==> src/rtl/rvfi_retire_pkg.sv <==
// Shared types for the RVFI retirement encoder: the buffered retirement record
// and the order counter width.
package rvfi_retire_pkg;

  localparam int unsigned ORDER_W  = 64;
  // Record field width for PC/rd data; the top-level XLEN parameter should match.
  localparam int unsigned REC_XLEN = 32;

  typedef struct packed {
    logic [31:0]         insn;
    logic                trap;
    logic                halt;
    logic [REC_XLEN-1:0] pc_rdata;
    logic [REC_XLEN-1:0] pc_wdata;
    logic [4:0]          rd_addr;
    logic [REC_XLEN-1:0] rd_wdata;
  } retire_rec_t;

endpackage

==> src/rtl/rvfi_retire_fifo.sv <==
// Circular buffer of retirement records: single push, NRET-wide peek from head,
// pop of 0..NRET entries per cycle. Caller guarantees pop_cnt_i <= count_o.
module rvfi_retire_fifo
  import rvfi_retire_pkg::*;
#(
  parameter int unsigned DEPTH = 4,
  parameter int unsigned NRET  = 1,
  localparam int unsigned PW   = $clog2(DEPTH),
  localparam int unsigned CW   = $clog2(DEPTH + 1),
  localparam int unsigned KW   = $clog2(NRET + 1)
) (
  input  logic          clock,
  input  logic          reset,
  input  logic          push_i,
  input  retire_rec_t   push_rec_i,
  input  logic [KW-1:0] pop_cnt_i,
  output retire_rec_t   peek_o [NRET],
  output logic [CW-1:0] count_o
);

  retire_rec_t   mem_q [DEPTH];
  logic [PW-1:0] head_q, head_d;
  logic [PW-1:0] tail_q, tail_d;
  logic [CW-1:0] count_q, count_d;

  // DEPTH is a power of two, so pointer arithmetic wraps for free.
  always_comb begin
    head_d  = head_q + PW'(pop_cnt_i);
    tail_d  = tail_q + PW'(push_i);
    count_d = count_q + CW'(push_i) - CW'(pop_cnt_i);
    for (int i = 0; i < NRET; i++) begin
      peek_o[i] = mem_q[head_q + PW'(i)];
    end
  end

  always_ff @(posedge clock) begin
    if (reset) begin
      head_q  <= '0;
      tail_q  <= '0;
      count_q <= '0;
    end else begin
      head_q  <= head_d;
      tail_q  <= tail_d;
      count_q <= count_d;
    end
  end

  always_ff @(posedge clock) begin
    if (push_i) mem_q[tail_q] <= push_rec_i;
  end

  assign count_o = count_q;

endmodule

==> src/rtl/rvfi_retire_encoder.sv <==
// RVFI retirement trace transmitter: buffers commit records and emits up to NRET
// per cycle with a gap-free 64-bit order. Halt support under RVFI_RETIRE_HALT_EN.
module rvfi_retire_encoder
  import rvfi_retire_pkg::*;
#(
  parameter int unsigned NRET  = 1,
  parameter int unsigned XLEN  = 32,
  parameter int unsigned DEPTH = 4
) (
  input  logic                      clock,
  input  logic                      reset,
  // in_valid/in_ready: a record transfers on any edge where both are high;
  // in_ready depends only on registered state, never on in_valid.
  input  logic                      in_valid,
  output logic                      in_ready,
  input  logic [31:0]               in_insn,
  input  logic                      in_trap,
`ifdef RVFI_RETIRE_HALT_EN
  input  logic                      in_halt,
`endif
  input  logic [XLEN-1:0]           in_pc_rdata,
  input  logic [XLEN-1:0]           in_pc_wdata,
  input  logic [4:0]                in_rd_addr,
  input  logic [XLEN-1:0]           in_rd_wdata,
  input  logic                      stall,
  output logic [NRET-1:0]           rvfi_valid,
  output logic [ORDER_W*NRET-1:0]   rvfi_order,
  output logic [32*NRET-1:0]        rvfi_insn,
  output logic [NRET-1:0]           rvfi_trap,
  output logic [NRET-1:0]           rvfi_halt,
  output logic [XLEN*NRET-1:0]      rvfi_pc_rdata,
  output logic [XLEN*NRET-1:0]      rvfi_pc_wdata,
  output logic [5*NRET-1:0]         rvfi_rd_addr,
  output logic [XLEN*NRET-1:0]      rvfi_rd_wdata
);

  localparam int unsigned CW = $clog2(DEPTH + 1);
  localparam int unsigned KW = $clog2(NRET + 1);

  retire_rec_t        push_rec;
  retire_rec_t        peek [NRET];
  logic [CW-1:0]      count;
  logic               push;
  logic [KW-1:0]      k;
  logic               halted_q;
  logic [ORDER_W-1:0] order_q, order_d;

  logic [NRET-1:0]         valid_q,  valid_d;
  logic [ORDER_W*NRET-1:0] ord_q,    ord_d;
  logic [32*NRET-1:0]      insn_q,   insn_d;
  logic [NRET-1:0]         trap_q,   trap_d;
  logic [NRET-1:0]         halt_q,   halt_d;
  logic [XLEN*NRET-1:0]    pcr_q,    pcr_d;
  logic [XLEN*NRET-1:0]    pcw_q,    pcw_d;
  logic [5*NRET-1:0]       rda_q,    rda_d;
  logic [XLEN*NRET-1:0]    rdw_q,    rdw_d;

  assign in_ready = (32'(count) < DEPTH) && !halted_q;
  assign push     = in_valid && in_ready;

  always_comb begin
    push_rec          = '0;
    push_rec.insn     = in_insn;
    push_rec.trap     = in_trap;
    push_rec.pc_rdata = REC_XLEN'(in_pc_rdata);
    push_rec.pc_wdata = REC_XLEN'(in_pc_wdata);
    push_rec.rd_addr  = in_rd_addr;
    push_rec.rd_wdata = REC_XLEN'(in_rd_wdata);
`ifdef RVFI_RETIRE_HALT_EN
    push_rec.halt     = in_halt;
`endif
  end

`ifdef RVFI_RETIRE_HALT_EN
  // Once the halt record is accepted nothing else enters until reset.
  always_ff @(posedge clock) begin
    if (reset)     halted_q <= 1'b0;
    else if (push) halted_q <= halted_q | in_halt;
  end
`else
  assign halted_q = 1'b0;
`endif

  rvfi_retire_fifo #(.DEPTH(DEPTH), .NRET(NRET)) u_fifo (
    .clock      (clock),
    .reset      (reset),
    .push_i     (push),
    .push_rec_i (push_rec),
    .pop_cnt_i  (k),
    .peek_o     (peek),
    .count_o    (count)
  );

  always_comb begin
    if (stall)                   k = '0;
    else if (32'(count) < NRET)  k = KW'(count);
    else                         k = KW'(NRET);
  end

  always_comb begin
    order_d = order_q + ORDER_W'(k);
    valid_d = '0;
    ord_d   = '0;
    insn_d  = '0;
    trap_d  = '0;
    halt_d  = '0;
    pcr_d   = '0;
    pcw_d   = '0;
    rda_d   = '0;
    rdw_d   = '0;
    for (int i = 0; i < NRET; i++) begin
      if (i < int'(k)) begin
        valid_d[i]                   = 1'b1;
        ord_d[i*ORDER_W +: ORDER_W]  = order_q + ORDER_W'(i);
        insn_d[i*32 +: 32]           = peek[i].insn;
        trap_d[i]                    = peek[i].trap;
        halt_d[i]                    = peek[i].halt;
        pcr_d[i*XLEN +: XLEN]        = XLEN'(peek[i].pc_rdata);
        pcw_d[i*XLEN +: XLEN]        = XLEN'(peek[i].pc_wdata);
        rda_d[i*5 +: 5]              = peek[i].rd_addr;
        // x0 writes are architecturally discarded, so report zero data.
        if (peek[i].rd_addr != 5'd0) rdw_d[i*XLEN +: XLEN] = XLEN'(peek[i].rd_wdata);
      end
    end
  end

  always_ff @(posedge clock) begin
    if (reset) begin
      order_q <= '0;
      valid_q <= '0;
      ord_q   <= '0;
      insn_q  <= '0;
      trap_q  <= '0;
      halt_q  <= '0;
      pcr_q   <= '0;
      pcw_q   <= '0;
      rda_q   <= '0;
      rdw_q   <= '0;
    end else begin
      order_q <= order_d;
      valid_q <= valid_d;
      ord_q   <= ord_d;
      insn_q  <= insn_d;
      trap_q  <= trap_d;
      halt_q  <= halt_d;
      pcr_q   <= pcr_d;
      pcw_q   <= pcw_d;
      rda_q   <= rda_d;
      rdw_q   <= rdw_d;
    end
  end

  assign rvfi_valid    = valid_q;
  assign rvfi_order    = ord_q;
  assign rvfi_insn     = insn_q;
  assign rvfi_trap     = trap_q;
  assign rvfi_halt     = halt_q;
  assign rvfi_pc_rdata = pcr_q;
  assign rvfi_pc_wdata = pcw_q;
  assign rvfi_rd_addr  = rda_q;
  assign rvfi_rd_wdata = rdw_q;

endmodule

==> config.mk <==
export PLATFORM = sky130hd
export DESIGN_NAME = rvfi_retire_encoder
export DESIGN_NICKNAME = d
export VERILOG_FILES = /design/src/rtl/rvfi_retire_pkg.sv /design/src/rtl/rvfi_retire_fifo.sv /design/src/rtl/rvfi_retire_encoder.sv
export SDC_FILE = /design/constraint.sdc
export NUM_CORES = 1
export LEC_CHECK = 0
export CORE_MARGIN = 4
export CORE_UTILIZATION = 55
export DETAILED_ROUTE_END_ITERATION = 10
export PLACE_DENSITY = 0.79
export SETUP_SLACK_MARGIN = 0.1
export SYNTH_ARGS = -nofsm -noshare
export SYNTH_HDL_FRONTEND = slang
export SYNTH_SLANG_ARGS = --single-unit
==> constraint.sdc <==
create_clock -name clock -period 29.8 [get_ports clock]
set_input_delay 7.45 -clock clock [delete_from_list [all_inputs] [get_ports clock]]
set_output_delay 7.45 -clock clock [all_outputs]
set_load 0.005 [all_outputs]
==> results_dict.tcl, run 1 <==
set metrics [dict create \
    status "finished, final reports clean" \
    maxClockFrequency_ghz 0.0930 \
    drc_errors 0 \
    p_clk_share_pct 36.7 \
    fin_nets 2049 \
    wl_per_cell_um 22.6 \
    wl_met3_um 4390 \
    antenna_left 0 \
    fin_crit_sh_pct 36.1 \
    switching_share_pct 22.5 \
    die_h_um 234 \
    drt-met1-wl_um 23800 \
    hold_path.class "reg -> reg" \
    place_area_mm2 0.0322 \
    root_buffer "clkbuf_16" \
    grt_pass1_wl_um 89800 \
    clk_pin_slew_ps 60 \
    pre_cts_ws_ps 18330 \
    layout_common_cells "536 x edfxtp_1, 336 x clkdlybuf4s50_1, 268 x dfxtp_1" \
    drive_gt1_share_pct 15.3 \
    htreeDepth 3 \
    initial_core_util_pct 55.9 \
    syn_area_per_cell_um2 18.4 \
    grt_max_degree 89 \
    postCtsHoldBufs 0 \
    cp_data_required_time_ps 30020 \
    cp.arrival_ps 10980 \
    firstDrtPassIters 5 \
    die-area_mm2 0.0549 \
    postCtsSetupBuffers 0 \
    first_iter_violations 1504 \
    setup.worst_path.class "in -> reg" \
    ys_async_sr_fraction_pct 0 \
    cellPowerDensity_mw_per_mm2 78.7 \
    routed_wl_um 59800 \
    crit_buf_inv 3 \
    start_kind "input port" \
    cts_resized 0 \
    vias 14600 \
    final_area_mm2 0.0349 \
    p_sw_uw 618 \
    cts.sinks 806 \
    route.met2.wl_um 30100 \
    min_to "rvfi_order[0]$_SDFF_PP0_" \
    total_leakage_power_nw 11.5 \
    tns_ps 0 \
    viasPerCell 5.52 \
    skew_ps 18.6 \
    ys_types 45 \
    hpwl_um 36600 \
    die_w_um 234 \
    ir_worst_vdd_mv 0.0493 \
    rows 82 \
    maxSlewViolCount 0 \
    regToRegSetupSlack_ps 25620 \
    cp_slowest_cell "buf_4" \
    place_congestion 0.856 \
    pwr-share-seq_pct 49.3 \
    instances_no_fill 2644 \
    synth_flop_cell "edfxtp_1" \
    cp_common_cell "buf_4" \
    grt_pass1_vias 15100 \
    grt_setup_unrepaired "false" \
    grt_usage_pct 21.7 \
    synth_edf_count 536 \
    final_common_cell "edfxtp_1" \
    worst_pin_slew_ps 1140 \
    p_int_mw 2.13 \
    worstHoldStart "order_q[0]$_SDFF_PP0_" \
    cts_tree "yes" \
    synth_area_mm2 0.0282 \
    clkLatencyLatePin_ps 610 \
    port-buffer-count 337 \
    ioPinCount 339 \
    timing.rr.end "rvfi_rd_wdata[9]$_SDFF_PP0_" \
    rr_worst_depth 5 \
    syn_nets 1680 \
    fin_ws_ps 19050 \
    setup_viol 0 \
    r2r-start "u_fifo.head_q[1]$_SDFF_PP0_" \
    cp_top_family "buffers and inverters" \
    crit_chain "clkdlybuf4s50_1 > nor2b_1 > nor3b_2 > buf_4 > buf_4" \
    clk_path_buf_depth 3 \
    yosys_warnings 0 \
    critPathMaxStageDelay_ps 850 \
    finalHoldViolCount 0 \
    max_slew_margin_pct 24.0 \
    end_kind "flop" \
    syn_inst 1534 \
    dp_cells 2495 \
    dr.max_layer_used "met5" \
    fin_util_pct 69.3 \
    synth-seq-cells 806 \
    grt-ovfl-total 0 \
    cp_max_fo 63 \
    min_delay_path_depth 1 \
    area_delta_synth_final_pct 24.1 \
    period_needed_ps 10750 \
    core_mm2 0.0504 \
    cts_buffers 78 \
    synth-seq-area-share_pct 76.4 \
    maxCapViolCount 0 \
    pwr-share-comb_pct 14.0 \
    grt_antenna_before_repair 14 \
]
[synthesized netlist by cell type, types with 2 or more instances]
master / instances / share of area (%)
edfxtp_1: 536 / 57
dfxtp_1: 270 / 19
and2_1: 167 / 3.7
mux4_2: 134 / 11
nor2_1: 60 / 0.80
clkbuf_1: 41 / 0.55
nor2b_1: 41 / 0.91
nand4_1: 26 / 0.58
xnor2_1: 25 / 0.78
nand3_1: 22 / 0.39
xor2_1: 22 / 0.68
nand2_1: 21 / 0.28
a21oi_1: 18 / 0.32
buf_2: 16 / 0.28
or3_1: 16 / 0.36
inv_1: 15 / 0.20
nor3_1: 15 / 0.27
o21ai_0: 14 / 0.25
nor4_1: 8 / 0.18
and3_1: 7 / 0.16
ha_1: 7 / 0.31
nor4_2: 7 / 0.31
or4_1: 7 / 0.19
and4_1: 6 / 0.19
buf_4: 5 / 0.13
nand4_2: 4 / 0.18
nand4b_1: 3 / 0.093
nor4_4: 3 / 0.23
nand3_2: 2 / 0.071
[power by group through the flow]
stage	logic (mW)	registers, mW	clock network, mW
floorplan	0.249	1.37	0
global placement	0.383	1.37	0
detailed placement	0.388	1.38	0
CTS	0.394	1.36	1.03
global route	0.414	1.36	1.08
finish	0.384	1.35	1.01
[logic make-up (layout without fill, tap and decap cells)]
group / after synthesis / in the layout / synth area share [%]
flops: 806 / 806 / 76.4
simple gates: 422 / 422 / 9.12
mux: 134 / 134 / 10.7
buf+inv: 79 / 511 / 1.22
xor+xnor: 47 / 47 / 1.46
compound gates: 37 / 37 / 0.720
fa+ha+maj: 8 / 8 / 0.382
other cells: 1 / 7 / 0.0133
[cell type report]
cell class | count | area [um2]
Inverter | 15 | 56.3
Tap cell | 672 | 841
Clock inverter | 31 | 409
Multi-Input combinational cell | 649 | 6350
Clock buffer | 112 | 2260
Antenna cell | 6 | 15.0
Sequential cell | 806 | 21500
Timing Repair Buffer | 353 | 3490
Fill cell | 3144 | 15400
[per-stage QoR]
step / hold slack, ps / total power, mW
floorplan: 437 / 1.62
global placement: 442 / 1.76
detailed placement: 450 / 1.77
CTS: 468 / 2.78
global route: 496 / 2.85
finish: 468 / 2.75
[flip-flops by register name, indices dropped and copies added (netlist names)]
signal          flops
u_fifo.head_q       2
order_q            64
u_fifo.count_o      3
rvfi_valid          1
rvfi_pc_rdata      32
rvfi_trap           1
u_fifo.mem_q      536
rvfi_order         64
rvfi_insn          32
rvfi_rd_wdata      32
rvfi_rd_addr        5
u_fifo.tail_q       2
rvfi_pc_wdata      32
[per-layer routing]
layer  vias to the layer above  global-route usage, %
li1                       6579                      -
met4                        18                   6.57
met2                       529                   35.8
met3                       107                   5.65
met1                      7366                   28.9
met5                         -                      0
[worst max path at each step]
stage	from	endpoint	slack, ps	cells after the start
floorplan	in_valid	u_fifo.mem_q[0][0]$_DFFE_PP_	11540	2
global placement	in_valid	u_fifo.mem_q[0][108]$_DFFE_PP_	18380	5
detailed placement	in_valid	u_fifo.mem_q[0][108]$_DFFE_PP_	18330	5
CTS	in_valid	u_fifo.mem_q[0][112]$_DFFE_PP_	18970	5
global route	in_valid	u_fifo.mem_q[0][114]$_DFFE_PP_	18760	5
finish	in_valid	u_fifo.mem_q[0][77]$_DFFE_PP_	19050	5
(Power assumes the default switching activity.)
==> inputs of run 2 (changes only) <==
Settings changed: CORE_UTILIZATION 55 to 50, PLACE_DENSITY 0.79 to 0.76.
Clock period 29.8 ns to 9.55 ns, I/O delays scaled along.
==> run 2 against run 1 <==
Compared with the run above: flip-flop and latch count is the same; global-route usage shrank 2.1 points; routed wire length shrank 0.70%; design area grew 0.32%; highest routed layer unchanged.
==> results_dict.tcl, run 2 (same netlist as run 1, synthesis figures left out) <==
set metrics [dict create \
    grt_setup_unrepaired "false" \
    grt-ovfl-total 0 \
    pwr-share-seq_pct 49.5 \
    tns_ps 0 \
    clk_path_buf_depth 3 \
    viasPerCell 5.37 \
    setup.worst_path.class "in -> reg" \
    grt_pass1_wl_um 90000 \
    firstDrtPassIters 5 \
    setup_viol 0 \
    start_kind "input port" \
    period_needed_ps 5020 \
    cp_max_fo 9 \
    antenna_left 0 \
    die-area_mm2 0.0602 \
    worst_pin_slew_ps 1060 \
    clk_pin_slew_ps 60 \
    cellPowerDensity_mw_per_mm2 243 \
    skew_ps 46.5 \
    hold_ws_ps 504 \
    fin_crit_sh_pct 52.6 \
    htreeDepth 3 \
    fin_total_pwr_mw 8.53 \
    clkLatencyLatePin_ps 630 \
    fin_nets 2048 \
    cts.sinks 806 \
    cts_tree "yes" \
    p_sw_mw 1.95 \
    top_register "u_fifo.mem_q" \
    cts_buffers 80 \
    grt_max_degree 135 \
    area_delta_synth_final_pct 24.5 \
    largest_register_ff_count 536 \
    hpwl_um 36000 \
    wl_per_cell_um 21.8 \
    rows 86 \
    port-buffer-count 337 \
    p_clk_share_pct 36.5 \
    switching_share_pct 22.9 \
    vias 14600 \
    layout_common_cells "536 x edfxtp_1, 336 x clkdlybuf4s50_1, 268 x dfxtp_1" \
    total_leakage_power_nw 11.5 \
    pwr-share-comb_pct 14.0 \
    routed_wl_um 59400 \
    hold_path.class "reg -> reg" \
    ioPinCount 339 \
    cp_data_required_time_ps 10060 \
    final_common_cell "edfxtp_1" \
    cp.arrival_ps 5530 \
    grt_pass1_vias 15100 \
    die_h_um 245 \
    postCtsHoldBufs 0 \
    core_mm2 0.0554 \
    first_iter_violations 1208 \
    initial_core_util_pct 50.8 \
    maxSlewViolCount 0 \
    fin_ws_ps 4530 \
    finalHoldViolCount 0 \
    grt_usage_pct 19.6 \
    maxClockFrequency_ghz 0.199 \
    ir_worst_vdd_mv 0.169 \
    max_slew_margin_pct 29.2 \
    end_kind "flop" \
    maxCapViolCount 0 \
    drc_errors 0 \
    pre_cts_ws_ps 3890 \
    status "finished, final reports clean" \
    postCtsSetupBuffers 0 \
    root_buffer "clkbuf_16" \
    die_w_um 245 \
    p_int_mw 6.57 \
    fin_util_pct 63.2 \
    nFillCells 3885 \
    grt_antenna_before_repair 24 \
    drive_gt1_share_pct 14.9 \
    place_congestion 0.868 \
    cts_resized 0 \
    regToRegSetupSlack_ps 5530 \
]
==> run 2: changes by cell type in the layout (fill, tap and decap cells not counted), sizes merged <==
cell and delta:
clkinvlp -1, clkinv +12, bufinv -3, buf -3, clkbuf -3, diode +3
==> run 2: area by class of cell <==
class	count	area [um2]	area share, %
Antenna cell	9	22.5	0.0643
Clock buffer	109	2240	6.41
Clock inverter	39	429	1.22
Inverter	15	56.3	0.161
Multi-Input combinational cell	649	6350	18.1
Sequential cell	806	21500	61.4
Tap cell	748	936	2.67
Timing Repair Buffer	350	3490	9.96
==> run 2: power groups by stage <==
stage,Combinational (mW),Clock (mW),Sequential (mW)
detailed placement,1.22,0,4.30
global route,1.30,3.34,4.25
finish,1.19,3.12,4.22
CTS,1.23,3.19,4.23
floorplan,0.779,0,4.24
global placement,1.21,0,4.28
==> run 2: worst max-delay path, stage by stage <==
cell and delay [ps]:
clkdlybuf4s50_1 460, a21oi_1 320, ha_1 300, ha_1 230
nand3_1 280, nor4_4 770, nand4_2 260, or3_1 370
a21oi_1 160
==> run 2: path summary, 6_finish.rpt <==
path | from | to | cells after the start
min reg2reg | order_q[63]$_SDFF_PP0_ | order_q[63]$_SDFF_PP0_ | 2
max reg2reg | u_fifo.head_q[0]$_SDFF_PP0_ | rvfi_rd_wdata[27]$_SDFF_PP0_ | 5
max | stall | order_q[52]$_SDFF_PP0_ | 9
min | order_q[63]$_SDFF_PP0_ | order_q[63]$_SDFF_PP0_ | 2
==> run 2: layer usage <==
layer / track usage [%] / share of wire, %
met1: 25.6 / 39
met2: 31.9 / 49
met3: 6.18 / 8.2
met4: 6.07 / 2.5
met5: 0 / 0.37
==> run 2: through the flow <==
stage	instance area, um2	instances
6_report	35000	2725
5_1_grt	35000	2722
4_1_cts	35000	2716
3_5_place_dp	32300	2568
3_3_place_gp	32300	2568
2_1_floorplan	28200	1534
